--- src/rtl/seg_anim_pkg.sv ---
// Shared FSM state encoding and character-mode constants for the segment animator.
package seg_anim_pkg;

    typedef enum logic [1:0] {
        ST_IDLE = 2'd0,
        ST_SCAN = 2'd1,
        ST_WAIT = 2'd2
    } state_t;

    localparam logic [1:0] MODE_FWD  = 2'd0;
    localparam logic [1:0] MODE_REV  = 2'd1;
    localparam logic [1:0] MODE_INST = 2'd2;

    // Mode 3 is not a reveal mode, so it falls through to instant handling.
    function automatic logic is_reveal(input logic [1:0] mode);
        return (mode == MODE_FWD) || (mode == MODE_REV);
    endfunction

endpackage

--- src/rtl/seg_delay_timer.sv ---
// Tick-driven down-counter that paces the gap between lit segments.
// Latency: expire is combinational on the enabled tick that finds count==1.
// Backpressure: none; holds its count whenever enable is low.
module seg_delay_timer #(
    parameter int DELAY_W = 6
) (
    input  logic               clk,
    input  logic               rst_n,
    input  logic               enable,
    input  logic               clear,
    input  logic               load,
    input  logic [DELAY_W-1:0] load_val,
    input  logic               run,
    input  logic               tick,
    output logic               expire
);

    logic [DELAY_W-1:0] count;

    always_ff @(posedge clk or negedge rst_n) begin
        if (!rst_n) begin
            count <= '0;
        end else if (clear) begin
            count <= '0;
        end else if (enable) begin
            if (load) begin
                count <= load_val;
            end else if (run && tick && (count != '0)) begin
                count <= count - DELAY_W'(1);
            end
        end
    end

    assign expire = enable && run && tick && !load && (count == DELAY_W'(1));

endmodule

--- src/rtl/seg_animator_multi.sv ---
// Multi-digit seven-segment animator: reveals a character one segment at a time.
// Latency: accept to first lit segment 1 clk; one clk per scanned index plus delay ticks per lit segment.
// Backpressure: char_ready only in IDLE with enable high; offers while busy are dropped, not queued.
module seg_animator_multi
    import seg_anim_pkg::*;
#(
    parameter int NUM_DIGITS = 4,
    parameter int SEG_W      = 7,
    parameter int DELAY_W    = 6,
    localparam int DIG_W     = (NUM_DIGITS > 1) ? $clog2(NUM_DIGITS) : 1
) (
    input  logic                    clk,
    input  logic                    rst_n,
    input  logic                    enable,
    input  logic                    tick,
    input  logic                    flush,
    input  logic                    char_valid,
    output logic                    char_ready,
    input  logic [DIG_W-1:0]        char_digit,
    input  logic [SEG_W-1:0]        char_data,
    input  logic [1:0]              char_mode,
    input  logic [DELAY_W-1:0]      delay,
    output logic [NUM_DIGITS*SEG_W-1:0] seg_out,
    output logic                    busy,
    output logic                    done
);

    localparam int IDX_W = (SEG_W > 1) ? $clog2(SEG_W) : 1;
    localparam int TOT_W = NUM_DIGITS * SEG_W;

    state_t             state, state_nxt;
    logic [IDX_W-1:0]   idx, idx_nxt;
    logic               last, last_nxt;
    logic [TOT_W-1:0]   seg, seg_nxt;
    logic [DIG_W-1:0]   dig_q, dig_nxt;
    logic [SEG_W-1:0]   data_q, data_nxt;
    logic [1:0]         mode_q, mode_nxt;
    logic [DELAY_W-1:0] dly_q, dly_nxt;
    logic               done_nxt;
    logic               alive;
    logic               tmr_load;
    logic               tmr_expire;
    logic               final_idx;
    logic               lit;

    // alive holds char_ready low until the first clock after reset release.
    always_ff @(posedge clk or negedge rst_n) begin
        if (!rst_n) begin
            state  <= ST_IDLE;
            idx    <= '0;
            last   <= 1'b0;
            seg    <= '0;
            dig_q  <= '0;
            data_q <= '0;
            mode_q <= '0;
            dly_q  <= '0;
            done   <= 1'b0;
            alive  <= 1'b0;
        end else begin
            state  <= state_nxt;
            idx    <= idx_nxt;
            last   <= last_nxt;
            seg    <= seg_nxt;
            dig_q  <= dig_nxt;
            data_q <= data_nxt;
            mode_q <= mode_nxt;
            dly_q  <= dly_nxt;
            // Cleared while frozen so done can never stretch past one cycle.
            done   <= enable ? done_nxt : 1'b0;
            alive  <= 1'b1;
        end
    end

    always_comb begin
        state_nxt = state;
        idx_nxt   = idx;
        last_nxt  = last;
        seg_nxt   = seg;
        dig_nxt   = dig_q;
        data_nxt  = data_q;
        mode_nxt  = mode_q;
        dly_nxt   = dly_q;
        done_nxt  = 1'b0;
        tmr_load  = 1'b0;
        final_idx = (mode_q == MODE_REV) ? (idx == '0) : (idx == IDX_W'(SEG_W - 1));
        lit       = data_q[idx];

        if (flush) begin
            state_nxt = ST_IDLE;
            idx_nxt   = '0;
            last_nxt  = 1'b0;
            seg_nxt   = '0;
        end else if (enable) begin
            case (state)
                ST_IDLE: begin
                    if (char_valid && alive) begin
                        dig_nxt  = char_digit;
                        data_nxt = char_data;
                        mode_nxt = char_mode;
                        dly_nxt  = delay;
                        // Out-of-range digits match no slot: accepted, display untouched.
                        for (int d = 0; d < NUM_DIGITS; d++) begin
                            if (d == int'(char_digit)) begin
                                seg_nxt[d*SEG_W +: SEG_W] = is_reveal(char_mode) ? '0 : char_data;
                            end
                        end
                        if (is_reveal(char_mode)) begin
                            state_nxt = ST_SCAN;
                            idx_nxt   = (char_mode == MODE_REV) ? IDX_W'(SEG_W - 1) : '0;
                            last_nxt  = 1'b0;
                        end else begin
                            done_nxt = 1'b1;
                        end
                    end
                end
                ST_SCAN: begin
                    if (lit) begin
                        for (int d = 0; d < NUM_DIGITS; d++) begin
                            if (d == int'(dig_q)) begin
                                seg_nxt[d*SEG_W +: SEG_W] = seg[d*SEG_W +: SEG_W] | (SEG_W'(1) << idx);
                            end
                        end
                    end
                    if (!final_idx) begin
                        idx_nxt = (mode_q == MODE_REV) ? idx - IDX_W'(1) : idx + IDX_W'(1);
                    end
                    last_nxt = final_idx;
                    if (lit && (dly_q != '0)) begin
                        tmr_load  = 1'b1;
                        state_nxt = ST_WAIT;
                    end else if (final_idx) begin
                        state_nxt = ST_IDLE;
                        done_nxt  = 1'b1;
                    end
                end
                ST_WAIT: begin
                    if (tmr_expire) begin
                        if (last) begin
                            state_nxt = ST_IDLE;
                            done_nxt  = 1'b1;
                        end else begin
                            state_nxt = ST_SCAN;
                        end
                    end
                end
                default: state_nxt = ST_IDLE;
            endcase
        end
    end

    seg_delay_timer #(
        .DELAY_W (DELAY_W)
    ) u_timer (
        .clk      (clk),
        .rst_n    (rst_n),
        .enable   (enable),
        .clear    (flush),
        .load     (tmr_load),
        .load_val (dly_q),
        .run      (state == ST_WAIT),
        .tick     (tick),
        .expire   (tmr_expire)
    );

    assign char_ready = enable && alive && (state == ST_IDLE);
    assign busy       = (state != ST_IDLE);
    assign seg_out    = seg;

endmodule

--- config.mk ---
export PLATFORM = sky130hd
export DESIGN_NAME = seg_animator_multi
export DESIGN_NICKNAME = d
export VERILOG_FILES = /design/src/rtl/seg_anim_pkg.sv /design/src/rtl/seg_delay_timer.sv /design/src/rtl/seg_animator_multi.sv
export SDC_FILE = /design/constraint.sdc
export NUM_CORES = 1
export LEC_CHECK = 0
export ABC_AREA = 1
export CORE_UTILIZATION = 45
export DETAILED_ROUTE_END_ITERATION = 10
export PLACE_DENSITY = 0.79
export SYNTH_ARGS = -nofsm -noshare
export SYNTH_HDL_FRONTEND = slang
export SYNTH_HIERARCHICAL = 1
export SYNTH_SLANG_ARGS = --single-unit
--- constraint.sdc ---
create_clock -name clk -period 5 [get_ports clk]
set_input_delay 1 -clock clk [delete_from_list [all_inputs] [get_ports clk]]
set_output_delay 1 -clock clk [all_outputs]
set_load 0.05 [all_outputs]
; ---- Yosys cells after proc, flatten, opt, wreduce, memory -nomap -nowiden
; Cells that the tools add are included.
[op_classes]
order_cmp = 1
mux = 56
bitwise_logic = 5
add_sub_neg = 3
eq_ne = 26
n_reduce_logical = 32
n_shift = 1
[op_table]
columns = operator, n
row1 = 28-bit two-way mux, 4
row2 = 7-bit two-way mux, 9
row3 = 28-bit case mux with 2 select lines, 1
row4 = 3-bit != test (second input constant), 13
row5 = 7-bit bitwise OR, 4
row6 = 6-bit two-way mux, 4
row7 = 6-bit AND reduction, 4
row8 = 3-bit two-way mux, 7
row9 = 1-bit two-way mux, 19
row10 = 2-bit two-way mux, 7
row11 = 6-bit nonzero test, 2
row12 = 1-bit logical AND, 10
row13 = 5-bit AND reduction, 2
row14 = 2-bit == test (first input constant), 4
row15 = 2-bit zero test, 4
row16 = 4-bit AND reduction, 2
row17 = 1-bit by 3-bit << shifter with 7-bit output (first input constant), 1
row18 = 2-bit by 1-bit == test with 1-bit output (second input constant), 3
row19 = 6-bit by 1-bit == test with 1-bit output (second input constant), 1
row20 = 2-bit case mux with 3 select lines, 1
row21 = 3-bit case mux with 2 select lines, 1
row22 = 3-bit nonzero test, 2
row23 = 6-bit by 1-bit subtractor with 6-bit output (second input constant), 1
row24 = 1-bit by 2-bit == test with 1-bit output (first input constant), 2
row25 = 15 further kinds, 16
[word_totals]
in_bits = 23
regBits = 59
out_inout_bits = 31
wordCells = 138

; ---- Depth between registers and ports, before layout
; Gate-level depths: netlist of run 1.
[depth]
word_depth = 14
mapped_depth = 17
ltp_nobuf = 16

; ---- Modules after synthesis
; Netlist of run 1, hierarchy kept.
[modules_own_cells]
columns = mod, seq_area_each_um2, instances, cells_each, area_each_um2
row1 = seg_animator_multi, 1326.3, 1, 447, 3186.8
row2 = seg_delay_timer, 150.1, 1, 70, 496.7

; ---- Worst setup path after synthesis of run 1
; OpenSTA, ideal clock, no wires.
[synth_timing]
path_kind = input to output
start = input port enable
end = output port char_ready
arrival_time_ns = 1.699
n_path_buf = 0
slack_ns = 2.301
t_required_ns = 4.000
stages = 2
cell_sequence = nand2_1 -> nor2_1
[synth_via]
elab_chain_len = 2
[synth_rtl]
columns = item, line
row1 = start: declaration, seg_animator_multi.sv:14  ; input logic enable,
row2 = 1-bit logical AND (2 in series), seg_animator_multi.sv:165  ; assign char_ready = enable && alive && (state == ST_IDLE);
row3 = end: declaration, seg_animator_multi.sv:18  ; output logic char_ready,
; Every way passes these cells.

; ---- Worst setup path in the final report of run 1
; Same ends and word-level chain as after synthesis.

==> flow_metrics.env, run 1 <==
export IMPL_outcome="finished clean"
export IMPL_grt_pass1_wl_um=15560
export IMPL_path_clk_slew_ps=70
export IMPL_min_from="data_q[0]$_DFFE_PN0P_"
export IMPL_rr_worst_depth=7
export IMPL_ir_drop_v=0.0002386
export IMPL_nNetsFinal=595
export IMPL_cp_required_ps=4000
export IMPL_dieWidth_um=92.48
export IMPL_grt_pass1_vias=3423
export IMPL_synth_seq_cells=59
export IMPL_drive_gt1_share_pct=9.948
export IMPL_worstMarginPinSlew_ps=831.4
export IMPL_num_io_pins=54
export IMPL_cp_max_fo=5
export IMPL_grt_usage_pct=23.22
export IMPL_hp_class="flop to flop"
export IMPL_rr_endpoint="idx[1]$_DFFE_PN0P_"
export IMPL_vias=3511
export IMPL_setup_viol=0
export IMPL_cts_tree="yes"
export IMPL_wl_met3_um=500
export IMPL_fill_cells=717
export IMPL_insertion_delay_ps=340
export IMPL_power_density_nw_per_um2=633.8
export IMPL_post_route_period_util_pct=69.97
export IMPL_cts_repair_resized=0
export IMPL_postRouteAntennaNets=0
export IMPL_cts_buffer_depth=2
export IMPL_top_layer_used="met4"
export IMPL_p_leak_uw=0.002403
export IMPL_htreeDepth=3
export IMPL_syn_nets=544
export IMPL_vias_per_cell=5.201
export IMPL_hold_viol=0
export IMPL_fin_worst_skew_ps=10.98
export IMPL_syn_cell_area_sq_um=3684
export IMPL_most_common_layout_cells="nand2_1, dfrtp_1, clkdlybuf4s50_1"
export IMPL_drcViolationCount=0
export IMPL_dpl_hpwl_um=6482
export IMPL_num_rows=32
export IMPL_report_final_slew_viol_count=0
export IMPL_ys_types=34
export IMPL_portBuffers=53
export IMPL_yosysSeqAreaShare_pct=40.08
export IMPL_antenna_found_initial=0
export IMPL_num_antenna_cells=0
export IMPL_rsz0062_at_grt="false"
export IMPL_cp_start_kind="input port"
export IMPL_crit_arrival_ps=2500
export IMPL_reg2reg_setup_slack_ps=2310
export IMPL_initial_utilization_pct=47.18
export IMPL_wire_per_inst_um=13.54
export IMPL_routed_wl_met2_um=4506
export IMPL_final_common_cell="nand2_1"
export IMPL_die_h_um=92.48
export IMPL_synthArstFlopShare_pct=100.0
export IMPL_synth_edff_count=0
export IMPL_end_kind="output port"
export IMPL_place_congestion=0.8467
export IMPL_cts_sinks=59
export IMPL_setup_ws_ps=1502
export IMPL_min_period_ps=3498
export IMPL_startpoint="enable"
export IMPL_ys_flop_type="dfrtp_1"
export IMPL_tns_ps=0
export IMPL_grt_max_degree=60
export IMPL_fmax_mhz=285.8
export IMPL_preCtsSetupSlack_ps=1492
export IMPL_slew_headroom_pct=44.51
export IMPL_synth_cells=517
export IMPL_area_growth_pct=21.06
export IMPL_cts_root_buffer="clkbuf_8"
export IMPL_avgSynthCellArea_sq_um=7.125
export IMPL_hold_path_depth=2
export IMPL_min_to="data_q[0]$_DFFE_PN0P_"
export IMPL_dr_first_iter_drc_count=281
export IMPL_finalWirelength_um=9138
export IMPL_critPathKind="input port to output port"
export IMPL_cts_setup_buffers=0
export IMPL_met1_length_um=3975
export IMPL_drv_cap=0
export IMPL_rr_startpoint="state[1]$_DFFE_PN0P_"
export IMPL_coreArea_sq_um=7807
export IMPL_yosys_warnings=6
export IMPL_die_area_sq_um=8552
export IMPL_cts_made_buffers=9
export IMPL_first_pass_iters=5
export IMPL_overflow=0
export IMPL_hold_buffers=0
## metal layers
metal / up-vias / track usage, %
li1: 1738 / -
met1: 1640 / 29.41
met2: 117 / 38.40
met3: 16 / 4.187
met4: 0 / 10.81
met5: - / 0
## per-stage QoR
step                hold slack (ps)  instance area, sq um  total power, uW  utilization (%)  cells
floorplan                     459.0                  3684             1940                -    517
global placement              475.6                  4265             2339            54.63    659
detailed placement            484.1                  4265             2385            54.63    659
CTS                           500.8                  4459             2827            57.12    675
global route                  510.4                  4459             3021            57.12    675
finish                        498.0                  4459             2826            57.12    675
## final cells by class
class / instances / area, sq um / area share [%]
multi-input cells: 385 / 1902 / 42.65
inverters: 59 / 226.5 / 5.079
flip-flops and latches: 59 / 1476 / 33.11
repair buffers: 54 / 533.0 / 11.95
clock inverters: 5 / 52.55 / 1.178
well taps: 102 / 127.6 / 2.862
clock buffers: 11 / 141.4 / 3.171
## worst max path at each step
stage | to | slack (ps) | cells past startpoint
floorplan | char_ready | 2300 | 2
global placement | char_ready | 1510 | 4
detailed placement | char_ready | 1490 | 4
CTS | char_ready | 1490 | 4
global route | char_ready | 1430 | 4
finish | char_ready | 1500 | 4
## registers in the layout, summed over array words and instances (netlist names)
register / count
alive: 1
data_q: 7
dig_q: 2
dly_q: 6
done: 1
idx: 3
last: 1
mode_q: 2
seg_out: 28
state: 2
u_timer/count: 6
## logic make-up after synthesis
| logic type | after synthesis | synth area share (%) |
|---|---|---|
| buffers and inverters | 73 | 8.288 |
| XOR/XNOR | 1 | 0.2378 |
| AND/OR/NAND/NOR | 338 | 43.82 |
| adder cells (fa/ha/maj) | 4 | 1.563 |
| flip-flops | 59 | 40.08 |
| other | 1 | 0.1018 |
| AO/OA/AOI/OAI | 41 | 5.911 |
## critical path, stage by stage
cell and delay (ps):
clkdlybuf4s50_1 530, nand2_1 70, nor2_1 90, clkdlybuf4s50_1 800
## Yosys cell counts (5+ instances only)
master | count | share of area, %
nand2_4 | 5 | 1.5
o21ai_0 | 10 | 1.4
inv_2 | 10 | 1.0
inv_1 | 48 | 4.9
nand4_1 | 29 | 4.9
nand3_1 | 17 | 2.3
buf_2 | 9 | 1.2
nor2_1 | 46 | 4.7
o21ai_1 | 23 | 3.1
dfrtp_1 | 59 | 40
nand2_1 | 210 | 21
## power breakdown
part	leakage [uW]	switching [uW]	internal [uW]	total, uW
Combinational	0.00153	1070	487	1550
Clock	0.0000991	196	241	437
Sequential	0.000771	168	667	835
Note: power is estimated with default switching activity, not from simulation.
==> run 2, diff against run 1 <==
Clock period 5 ns to 3.6 ns, I/O delays scaled along.
==> run 2 against run 1 <==
  * Sequential power grew 39%
  * Sequential share of layout area shrank 0.40 points
  * Non-clock buffer count grew 3
==> flow_metrics.env, run 2 (same netlist as run 1, synthesis figures left out) <==
export IMPL_end_kind="output port"
export IMPL_final_common_cell="nand2_1"
export IMPL_wire_per_inst_um=13.84
export IMPL_first_pass_iters=7
export IMPL_vias_per_cell=5.267
export IMPL_crit_arrival_ps=2210
export IMPL_fmax_mhz=341.0
export IMPL_dr_first_iter_drc_count=334
export IMPL_final_core_util_pct=57.82
export IMPL_rr_worst_depth=16
export IMPL_critPathKind="input port to output port"
export IMPL_min_period_ps=2933
export IMPL_grt_pass1_vias=3375
export IMPL_area_growth_pct=22.55
export IMPL_grt_usage_pct=23.28
export IMPL_grt_max_degree=39
export IMPL_num_rows=32
export IMPL_cts_buffer_depth=2
export IMPL_power_frac_clock_pct=17.2
export IMPL_fin_worst_skew_ps=10.09
export IMPL_startpoint="enable"
export IMPL_cts_tree="yes"
export IMPL_vias=3571
export IMPL_place_congestion=0.8701
export IMPL_insertion_delay_ps=340
export IMPL_preCtsSetupSlack_ps=659.8
export IMPL_largest_reg_flops=28
export IMPL_p_sw_uw=1997
export IMPL_cpPeakStageDelay_ps=800
export IMPL_tns_ps=0
export IMPL_cts_setup_buffers=0
export IMPL_hp_class="input port to asynchronous set/reset pin"
export IMPL_p_leak_uw=0.002438
export IMPL_postRouteAntennaNets=0
export IMPL_coreArea_sq_um=7807
export IMPL_path_clk_slew_ps=70
export IMPL_dpl_hpwl_um=6775
export IMPL_cts_made_buffers=9
export IMPL_num_antenna_cells=0
export IMPL_internal_power_uw=2032
export IMPL_die_h_um=92.48
export IMPL_hold_viol=0
export IMPL_p_seq_share_pct=28.8
export IMPL_initial_utilization_pct=47.18
export IMPL_pwr_share_comb_pct=53.9
export IMPL_slew_headroom_pct=50.99
export IMPL_power_share_switching_pct=49.56
export IMPL_setup_ws_ps=667.3
export IMPL_antenna_found_initial=0
export IMPL_crit_top_cell="clkdlybuf4s50_1"
export IMPL_rr_startpoint="idx[0]$_DFFE_PN0P_"
export IMPL_critPathSlowestCell="clkdlybuf4s50_1"
export IMPL_nNetsFinal=598
export IMPL_ir_drop_v=0.0003052
export IMPL_report_final_slew_viol_count=0
export IMPL_portBuffers=53
export IMPL_rsz0062_at_grt="false"
export IMPL_overflow=0
export IMPL_cts_sinks=59
export IMPL_drv_cap=0
export IMPL_htreeDepth=3
export IMPL_cts_root_buffer="clkbuf_8"
export IMPL_fin_area_sq_um=4514
export IMPL_drive_gt1_share_pct=10.59
export IMPL_cp_start_kind="input port"
export IMPL_dpl_cell_area_sq_um=4288
export IMPL_hold_buffers=0
export IMPL_drcViolationCount=0
export IMPL_grt_pass1_wl_um=15550
export IMPL_setup_viol=0
export IMPL_cts_repair_resized=0
export IMPL_reg2reg_setup_slack_ps=1140
export IMPL_cp_max_fo=5
export IMPL_post_route_period_util_pct=81.46
export IMPL_outcome="finished clean"
export IMPL_dieWidth_um=92.48
export IMPL_path_cells="clkdlybuf4s50_1 -> nand2_1 -> nor2_1 -> clkdlybuf4s50_1"
export IMPL_num_io_pins=54
export IMPL_rr_endpoint="state[0]$_DFFE_PN0P_"
export IMPL_die_area_sq_um=8552
export IMPL_worstMarginPinSlew_ps=732.5
export IMPL_cp_required_ps=2880
export IMPL_power_density_nw_per_um2=892.5
export IMPL_finalWirelength_um=9382
export IMPL_most_common_layout_cells="nand2_1, dfrtp_1, clkdlybuf4s50_1"
==> run 2: cell types whose count changed in the layout (fill, tap and decap cells not counted), sizes merged <==
cell      before  now
buf            2    5
bufinv         1    2
clkinvlp       1    0
==> run 2: how the worst max path moves through the flow <==
stage,endpoint,slack (ps),cells past startpoint
after floorplan,char_ready,1460,2
after global placement,char_ready,670,4
after detailed placement,char_ready,660,4
after CTS,char_ready,660,4
after global routing,char_ready,620,4
final,char_ready,670,4
==> run 2: layer usage <==
layer | up-vias | wire, um | global-route usage (%)
li1 | 1745 | - | -
met1 | 1662 | 4164 | 30.26
met2 | 139 | 4510 | 37.22
met3 | 25 | 541 | 4.844
met4 | 0 | 166 | 10.55
met5 | - | 0 | 0
==> run 2: critical path: cells and delay by family <==
family	cells	cell delay (ps)
buffers and inverters	2	1330
and+or+nand+nor	2	160
==> run 2: layout make-up <==
class / instances / area, sq um
clock inverters: 5 / 75.07
well taps: 102 / 127.6
fillers: 688 / 3293
clock buffers: 11 / 151.4
flip-flops and latches: 59 / 1476
inverters: 59 / 226.5
multi-input cells: 385 / 1902
repair buffers: 57 / 555.5
==> run 2: power by group through the flow <==
stage,registers (uW),logic [uW],clock network (uW)
floorplan,1590,1100,0
global placement,1150,2110,0
detailed placement,1170,2160,0
CTS,1160,2170,700
global route,1190,2380,734
finish,1160,2170,695
==> run 2: metrics by stage <==
stage	power [uW]	cells	hold slack, ps
global placement	3261	662	474.0
detailed placement	3324	662	480.1
global route	4302	678	381.2
floorplan	2694	517	424.4
finish	4029	678	337.8
CTS	4021	678	361.0
